## src/rtl/upe_sum3_accum_if.sv

```systemverilog
// Handshake bundle for the three-term accumulator: triple input side and run-result output side.
interface upe_sum3_accum_if #(
  parameter int COUNT_W = 8
);
  logic               in_valid;
  logic               in_ready;
  logic [63:0]        A;
  logic [63:0]        B;
  logic [63:0]        C;
  logic               in_last;
  logic               out_valid;
  logic               out_ready;
  logic [63:0]        Out;
  logic [COUNT_W-1:0] out_count;
  logic               overflow;

  modport master (
    output in_valid, A, B, C, in_last, out_ready,
    input  in_ready, out_valid, Out, out_count, overflow
  );

  modport slave (
    input  in_valid, A, B, C, in_last, out_ready,
    output in_ready, out_valid, Out, out_count, overflow
  );
endinterface

```

## src/rtl/upe_sum3_accum.sv

```systemverilog
// Accumulates sum(A+B+C) over a run of triples using two chained 32-bit half-adds,
// one half per cycle, with a sticky overflow flag and a saturating triple counter.
module upe_sum3_accum #(
  parameter int COUNT_W = 8
) (
  input logic             clk,
  input logic             reset,
  upe_sum3_accum_if.slave bus
);

  typedef enum logic [1:0] {IDLE, ADD_LO, ADD_HI, DONE} state_t;

  localparam logic [COUNT_W-1:0] CNT_MAX = {COUNT_W{1'b1}};
  localparam logic [COUNT_W-1:0] CNT_ONE = {{(COUNT_W-1){1'b0}}, 1'b1};

  state_t             state_q, state_d;
  logic [63:0]        a_q, a_d, b_q, b_d, c_q, c_d;
  logic               last_q, last_d;
  logic [63:0]        acc_q, acc_d;
  logic [1:0]         carry_q, carry_d;
  logic [COUNT_W-1:0] cnt_q, cnt_d;
  logic               ovf_q, ovf_d;
  logic [33:0]        lo_sum, hi_sum;

  always_ff @(posedge clk or posedge reset) begin
    if (reset) state_q <= IDLE;
    else       state_q <= state_d;
  end

  always_comb begin
    state_d = state_q;
    case (state_q)
      IDLE:    if (bus.in_valid) state_d = ADD_LO;
      ADD_LO:  state_d = ADD_HI;
      ADD_HI:  state_d = last_q ? DONE : IDLE;
      DONE:    if (bus.out_ready) state_d = IDLE;
      default: state_d = IDLE;
    endcase
  end

  always_comb begin
    bus.in_ready  = (state_q == IDLE);
    bus.out_valid = (state_q == DONE);
    bus.Out       = acc_q;
    bus.out_count = cnt_q;
    bus.overflow  = ovf_q;
  end

  // Lo-half carry can reach 3 (four 32-bit operands), so it is two bits wide.
  always_comb begin
    lo_sum = {2'b00, acc_q[31:0]} + {2'b00, a_q[31:0]}
           + {2'b00, b_q[31:0]} + {2'b00, c_q[31:0]};
    hi_sum = {2'b00, acc_q[63:32]} + {2'b00, a_q[63:32]}
           + {2'b00, b_q[63:32]} + {2'b00, c_q[63:32]} + {32'd0, carry_q};
  end

  always_comb begin
    a_d     = a_q;
    b_d     = b_q;
    c_d     = c_q;
    last_d  = last_q;
    acc_d   = acc_q;
    carry_d = carry_q;
    cnt_d   = cnt_q;
    ovf_d   = ovf_q;
    case (state_q)
      IDLE: begin
        if (bus.in_valid) begin
          a_d    = bus.A;
          b_d    = bus.B;
          c_d    = bus.C;
          last_d = bus.in_last;
        end
      end
      ADD_LO: begin
        acc_d[31:0] = lo_sum[31:0];
        carry_d     = lo_sum[33:32];
      end
      ADD_HI: begin
        acc_d[63:32] = hi_sum[31:0];
        if (hi_sum[33:32] != 2'b00) ovf_d = 1'b1;
        if (cnt_q != CNT_MAX) cnt_d = cnt_q + CNT_ONE;
      end
      DONE: begin
        if (bus.out_ready) begin
          acc_d   = '0;
          carry_d = '0;
          cnt_d   = '0;
          ovf_d   = 1'b0;
        end
      end
      default: ;
    endcase
  end

  always_ff @(posedge clk or posedge reset) begin
    if (reset) begin
      a_q     <= '0;
      b_q     <= '0;
      c_q     <= '0;
      last_q  <= 1'b0;
      acc_q   <= '0;
      carry_q <= '0;
      cnt_q   <= '0;
      ovf_q   <= 1'b0;
    end else begin
      a_q     <= a_d;
      b_q     <= b_d;
      c_q     <= c_d;
      last_q  <= last_d;
      acc_q   <= acc_d;
      carry_q <= carry_d;
      cnt_q   <= cnt_d;
      ovf_q   <= ovf_d;
    end
  end

endmodule

```

## src/flat_wrapper.sv

```systemverilog
// flat-port wrapper written by rule: the top's interface ports become plain ports
module upe_sum3_accum_flat 
#(
  parameter int COUNT_W = 8
)
  (clk, reset, bus_in_valid, bus_A, bus_B, bus_C, bus_in_last, bus_out_ready, bus_in_ready, bus_out_valid, bus_Out, bus_out_count, bus_overflow);
  upe_sum3_accum_if #(.COUNT_W(COUNT_W)) bus_i ();
  input logic clk;
  input logic reset;
  input wire logic [$bits(bus_i.in_valid)-1:0] bus_in_valid;
  input wire logic [$bits(bus_i.A)-1:0] bus_A;
  input wire logic [$bits(bus_i.B)-1:0] bus_B;
  input wire logic [$bits(bus_i.C)-1:0] bus_C;
  input wire logic [$bits(bus_i.in_last)-1:0] bus_in_last;
  input wire logic [$bits(bus_i.out_ready)-1:0] bus_out_ready;
  output wire logic [$bits(bus_i.in_ready)-1:0] bus_in_ready;
  output wire logic [$bits(bus_i.out_valid)-1:0] bus_out_valid;
  output wire logic [$bits(bus_i.Out)-1:0] bus_Out;
  output wire logic [$bits(bus_i.out_count)-1:0] bus_out_count;
  output wire logic [$bits(bus_i.overflow)-1:0] bus_overflow;
  assign bus_i.in_valid = bus_in_valid;
  assign bus_i.A = bus_A;
  assign bus_i.B = bus_B;
  assign bus_i.C = bus_C;
  assign bus_i.in_last = bus_in_last;
  assign bus_i.out_ready = bus_out_ready;
  assign bus_in_ready = bus_i.in_ready;
  assign bus_out_valid = bus_i.out_valid;
  assign bus_Out = bus_i.Out;
  assign bus_out_count = bus_i.out_count;
  assign bus_overflow = bus_i.overflow;
  upe_sum3_accum #(.COUNT_W(COUNT_W)) u_core (.clk(clk), .reset(reset), .bus(bus_i));
endmodule
```

## config.mk

```make
export PLATFORM = sky130hd
export DESIGN_NAME = upe_sum3_accum_flat
export DESIGN_NICKNAME = d
export VERILOG_FILES = /design/src/rtl/upe_sum3_accum_if.sv /design/src/rtl/upe_sum3_accum.sv /design/src/flat_wrapper.sv
export SDC_FILE = /design/constraint.sdc
export NUM_CORES = 1
export LEC_CHECK = 0
export CAP_MARGIN = 10
export CELL_PAD_IN_SITES_DETAIL_PLACEMENT = 2
export CELL_PAD_IN_SITES_GLOBAL_PLACEMENT = 2
export CORE_AREA = 2 2 223 225
export DETAILED_ROUTE_END_ITERATION = 7
export DIE_AREA = 0 0 225 227
export GPL_TIMING_DRIVEN = 0
export PLACE_DENSITY = 0.94
export SYNTH_ARGS = -nofsm -noshare
export SYNTH_HDL_FRONTEND = slang
export SYNTH_SLANG_ARGS = --single-unit
```

## constraint.sdc

```tcl
create_clock -name clk -period 27.2 [get_ports clk]
set_input_delay 4.08 -clock clk [delete_from_list [all_inputs] [get_ports clk]]
set_output_delay 4.08 -clock clk [all_outputs]
set_load 0.01 [all_outputs]
```

## Word level (Yosys, flattened, before mapping)

Index checks and enable logic that the tools add are counted.

- Output and inout port bits: 75
- Bits in registers: 270
- Input port bits: 197
- Logic and storage cells: 50

- Reduce and logical (&&, ||, !) cells: 10
- Muxes and demuxes: 14
- $add $sub $neg: 8
- Equal/unequal tests: 8

Operators with widths:

| operator | count |
|---|---|
| 34-bit by 32-bit adder with 34-bit output | 4 |
| 32-bit one-hot mux with 2 select lines | 2 |
| 32-bit by 32-bit adder with 33-bit output | 2 |
| 64-bit 2-to-1 mux | 1 |
| 34-bit by 2-bit adder with 34-bit output | 1 |
| 8-bit 2-to-1 mux | 2 |
| 8-bit one-hot mux with 2 select lines | 1 |
| 8-bit by 1-bit adder with 8-bit output (second input constant) | 1 |
| 8-bit inequality test (second input constant) | 1 |
| 2-bit one-hot mux with 4 select lines | 1 |
| 2-bit AND reduction | 4 |
| 2-bit 2-to-1 mux | 3 |
| 3-bit AND reduction | 2 |
| 2-bit nonzero test | 3 |
| 2-bit == test (second input constant) | 2 |
| 2-bit by 1-bit inequality test with 1-bit output (second input constant) | 2 |
| 2-bit inequality test (second input constant) | 2 |
| 2-bit one-hot mux with 2 select lines | 1 |
| 2-bit by 1-bit == test with 1-bit output (second input constant) | 1 |
| 2-bit zero test | 1 |
| 1-bit 2-to-1 mux | 2 |
| 1-bit one-hot mux with 2 select lines | 1 |

## Logic depth before layout (Yosys ltp)

- Depth in word-level cells: 7
- Mapped depth: 25
- Mapped depth without buffers: 24

## Worst setup path after synthesis

OpenSTA, ideal clock, no wires.

- Kind: input to register
- Start point: input port bus_in_valid
- End point: register u_core.b_q[56]
- Required time: 27.075 ns
- Path slack: 21.614 ns
- Data arrival time: 5.461 ns
- Library setup time: 0.125 ns
- Stages on the path: 5
- Buffers on the path: 2
- Path through: nand2b_1 nor2_1 clkbuf_1 clkbuf_1 mux2_2

- Cells in the longest elaborated chain, start to end: 1

RTL lines:

| what | RTL line | source |
|---|---|---|
| start: declaration | flat_wrapper.sv:10 | `input wire logic [$bits(bus_i.in_valid)-1:0] bus_in_valid;` |
| 2-bit AND reduction (no line) | - |  |
| end signal: assignment | upe_sum3_accum.sv:99 | `b_q <= '0;` |
| end signal: assignment | upe_sum3_accum.sv:108 | `b_q <= b_d;` |
| end: declaration | upe_sum3_accum.sv:17 | `logic [63:0] a_q, a_d, b_q, b_d, c_q, c_d;` |

Every way passes these cells.
A chain may end at the register's enable or synchronous reset.

## Final worst setup path

- Start point: input port bus_in_valid
- End point: register u_core.b_q[59]

The elaborated chain is that of the path after synthesis.

==> run summary <==
DRT Pass-1 Iters: 5
I/O Buffers: 271
Synth Flop Type: dfrtp_1
Cells after Synth: 1893
Register bit total from synthesis: 270
Reg clk slew, reported paths: 0.06 ns
CTS Sinks: 270
Final core utilization: 47.53%
Vias: 16510
CP Data Arrival Time: 7.45 ns
R2R Setup Slk: 20.53 ns
Die height: 227 um
Number of enable flip-flop cells after synthesis: 0
Hold-critical path endpoint: u_core.bus.overflow$_DFFE_PP0P_
Fillcell total: 4986
Worst-skew pair later-pin latency: 0.56 ns
TritonCTS clock tree: built
Fin nets: 2632
Worst path required time: 27.63 ns
Final Cell Area: 23080 um^2
Critical path capture point type: flip-flop
Routed WL: 80570 um
Chip Width: 225 um
Number of global-route vias before repair: 19640
# DRC: 0
Wire per inst: 28.23 um
Multi-input gate area: 10570 um^2
IO Pins: 272
Post-DP Area: 21910 um^2
First-pass GRT wire length: 122500 um
GRT Overall Usage: 31.67%
DR iter-0 viols: 931
Synthesized cell area: 18340 um^2
Worst setup SP type: input port
Final hold slack: 0.5169 ns
Vias/cell: 5.786
# hold bufs at CTS: 0
R2R depth: 23
Most common cell in the netlist: dfrtp_1
Final Skew: 0.02334 ns
Crit path kind: in2reg
Post-DP HPWL: 57220 um
Area of the core: 48550 um^2
Mapped Nets: 2320
Slew @ Worst Pin: 1.134 ns
RSZ-0062 raised after global routing: false
Crit-path slowest cell: clkbuf_1
Most area-hungry cell type in the Yosys netlist: dfrtp_1
Post-synth ARST share: 100.0%
Crit Reg-Reg Endpoint: u_core.bus.overflow$_DFFE_PP0P_
Post-CTS setup repair buffer count: 0
Routability Congestion: 0.9179
Max-cap viol count: 0
Post-synth cell types: 71
Area grow syn2layout: 25.81%
Total grt overflow: 0
Worst min path class: reg2reg
Seq/Total Area, Yosys: 36.83%
Crit path from: bus_in_valid
Row count: 81
Syn. warnings: 0
Top cells by count, synth: 270 x dfrtp_1, 215 x inv_1, 188 x nand2_1, 177 x o21ai_0, 161 x ha_1
Worst path cell trace: clkdlybuf4s50_1 > nand2b_1 > nor2_2 > buf_8 > clkbuf_1 > clkbuf_1 > mux2_2
Max Clock Freq: 142.4 MHz
Cts bufs inserted: 36
CP delay by family, top: buffers and inverters
Worst rel slew slack: 24.42%
Die area: 51080 um^2
Fin crit share: 25.82%
CP Buf/Inv Count: 4
Layout cells sized above 1: 8.785%
CP max stage delay: 0.86 ns
Final setup TNS: 0 ns
Antenna violations before repair: 2
# setup viols final: 0
Fin crit period: 7.023 ns
Crit-path max FO: 10
Final-report max-slew violation count: 0
Synth area leaders: dfrtp_1 37%, ha_1 11%, fa_1 7.5%, mux2_2 6.5%, o21ai_0 4.8%
Final hold viol count: 0
Detail Route Antenna Nets: 0
Clock Path Buffers: 3
H-tree levels: 2
Register area: 6756 um^2
Largest net degree at the start of global routing: 105
Post-synth top area share: 36.83%
Syn_area_per_cell: 9.690 um^2
Crit-path most repeated cell: clkbuf_1
Root buf cell: clkbuf_16
Hold Crit Depth: 2
Starting Density: 37.78%
Hold_sp: u_core.bus.overflow$_DFFE_PP0P_
Resize count post-CTS: 0
Status: finished, final reports clean
Reg2reg start: u_core.bus.Out[32]$_DFFE_PP0P_
==> logic make-up after synthesis <==
logic type	count (synthesis)	synth area share [%]
buf+inv	272	5.580
fa+ha+maj	230	18.51
flops	270	36.83
xor+xnor	117	5.587
simple gates	393	9.468
compound gates	505	17.51
mux	106	6.507
==> metrics by stage <==
step	cells	setup WS, ns
2_1_floorplan	1893	15.68
3_3_place_gp	2786	11.91
3_5_place_dp	2789	19.66
4_1_cts	2853	20.20
5_1_grt	2853	20.16
6_report	2854	20.18
==> layer usage <==
metal	part of all wire (%)	global-route usage, %
met1	38	35.49
met2	52	57.95
met3	4.4	4.750
met4	5.7	17.09
met5	0.016	0
==> worst max-delay path by stage <==
| stage | end | slack (ns) | cells past startpoint |
|---|---|---|---|
| 2_1_floorplan | u_core.a_q[0]$_DFFE_PP0P_ | 15.68 | 1 |
| 3_3_place_gp | u_core.a_q[35]$_DFFE_PP0P_ | 11.91 | 2 |
| 3_5_place_dp | u_core.b_q[43]$_DFFE_PP0P_ | 19.66 | 7 |
| 4_1_cts | u_core.b_q[32]$_DFFE_PP0P_ | 20.20 | 7 |
| 5_1_grt | u_core.b_q[59]$_DFFE_PP0P_ | 20.16 | 7 |
| 6_report | u_core.b_q[59]$_DFFE_PP0P_ | 20.18 | 7 |
==> layout make-up <==
cell class / instances / share of cell area (%)
Antenna cell: 1 / 0.01084
Clock inverter: 8 / 0.3524
Buffer: 57 / 0.9380
Inverter: 215 / 3.530
Multi-Input combinational cell: 1351 / 45.78
Timing Repair Buffer: 274 / 12.06
Sequential cell: 270 / 29.28
Tap cell: 622 / 3.373
Clock buffer: 56 / 4.674
==> worst reg2reg max path, stage by stage, from the launching register on <==
cell,delay [ns]
dfrtp_1,0.40
ha_1,0.29
fa_1,0.47
a21o_1,0.24
a21oi_2,0.20
o21bai_2,0.10
a211oi_2,0.41
o41a_2,0.33
o21bai_1,0.12
a21oi_1,0.29
o21ai_0,0.21
xor2_1,0.33
fa_1,0.50
ha_1,0.31
ha_1,0.37
a211oi_1,0.36
o21bai_1,0.15
a41o_1,0.28
or3_1,0.35
a21oi_1,0.24
o21a_1,0.19
o21ai_1,0.11
a22oi_1,0.17
o211ai_1,0.12
==> cells in the final DEF, fill, tap and decap left out, drive strengths merged, types with 61 or more instances in the layout <==
cell           netlist  layout
fa                  69      69
a21oi              106     106
xnor2               61      61
inv                215     215
clkbuf              55     111
ha                 161     161
mux2               106     106
o21ai              197     197
clkdlybuf4s50        0     271
dfrtp              270     270
nand2              188     188
nor2                78      78
==> registers in the layout, summed over array words and instances, names as in the netlist <==
| name | cells |
|---|---|
| u_core.a_q | 64 |
| u_core.b_q | 64 |
| u_core.bus.Out | 64 |
| u_core.c_q | 64 |
| u_core.bus.out_count | 8 |
| u_core.carry_q | 2 |
| u_core.state_q | 2 |
| u_core.bus.overflow | 1 |
| u_core.last_q | 1 |
Power is left out: the tool's default activity adds up to more than one toggle a clock period on the data nets, which glitch-free logic cannot reach.
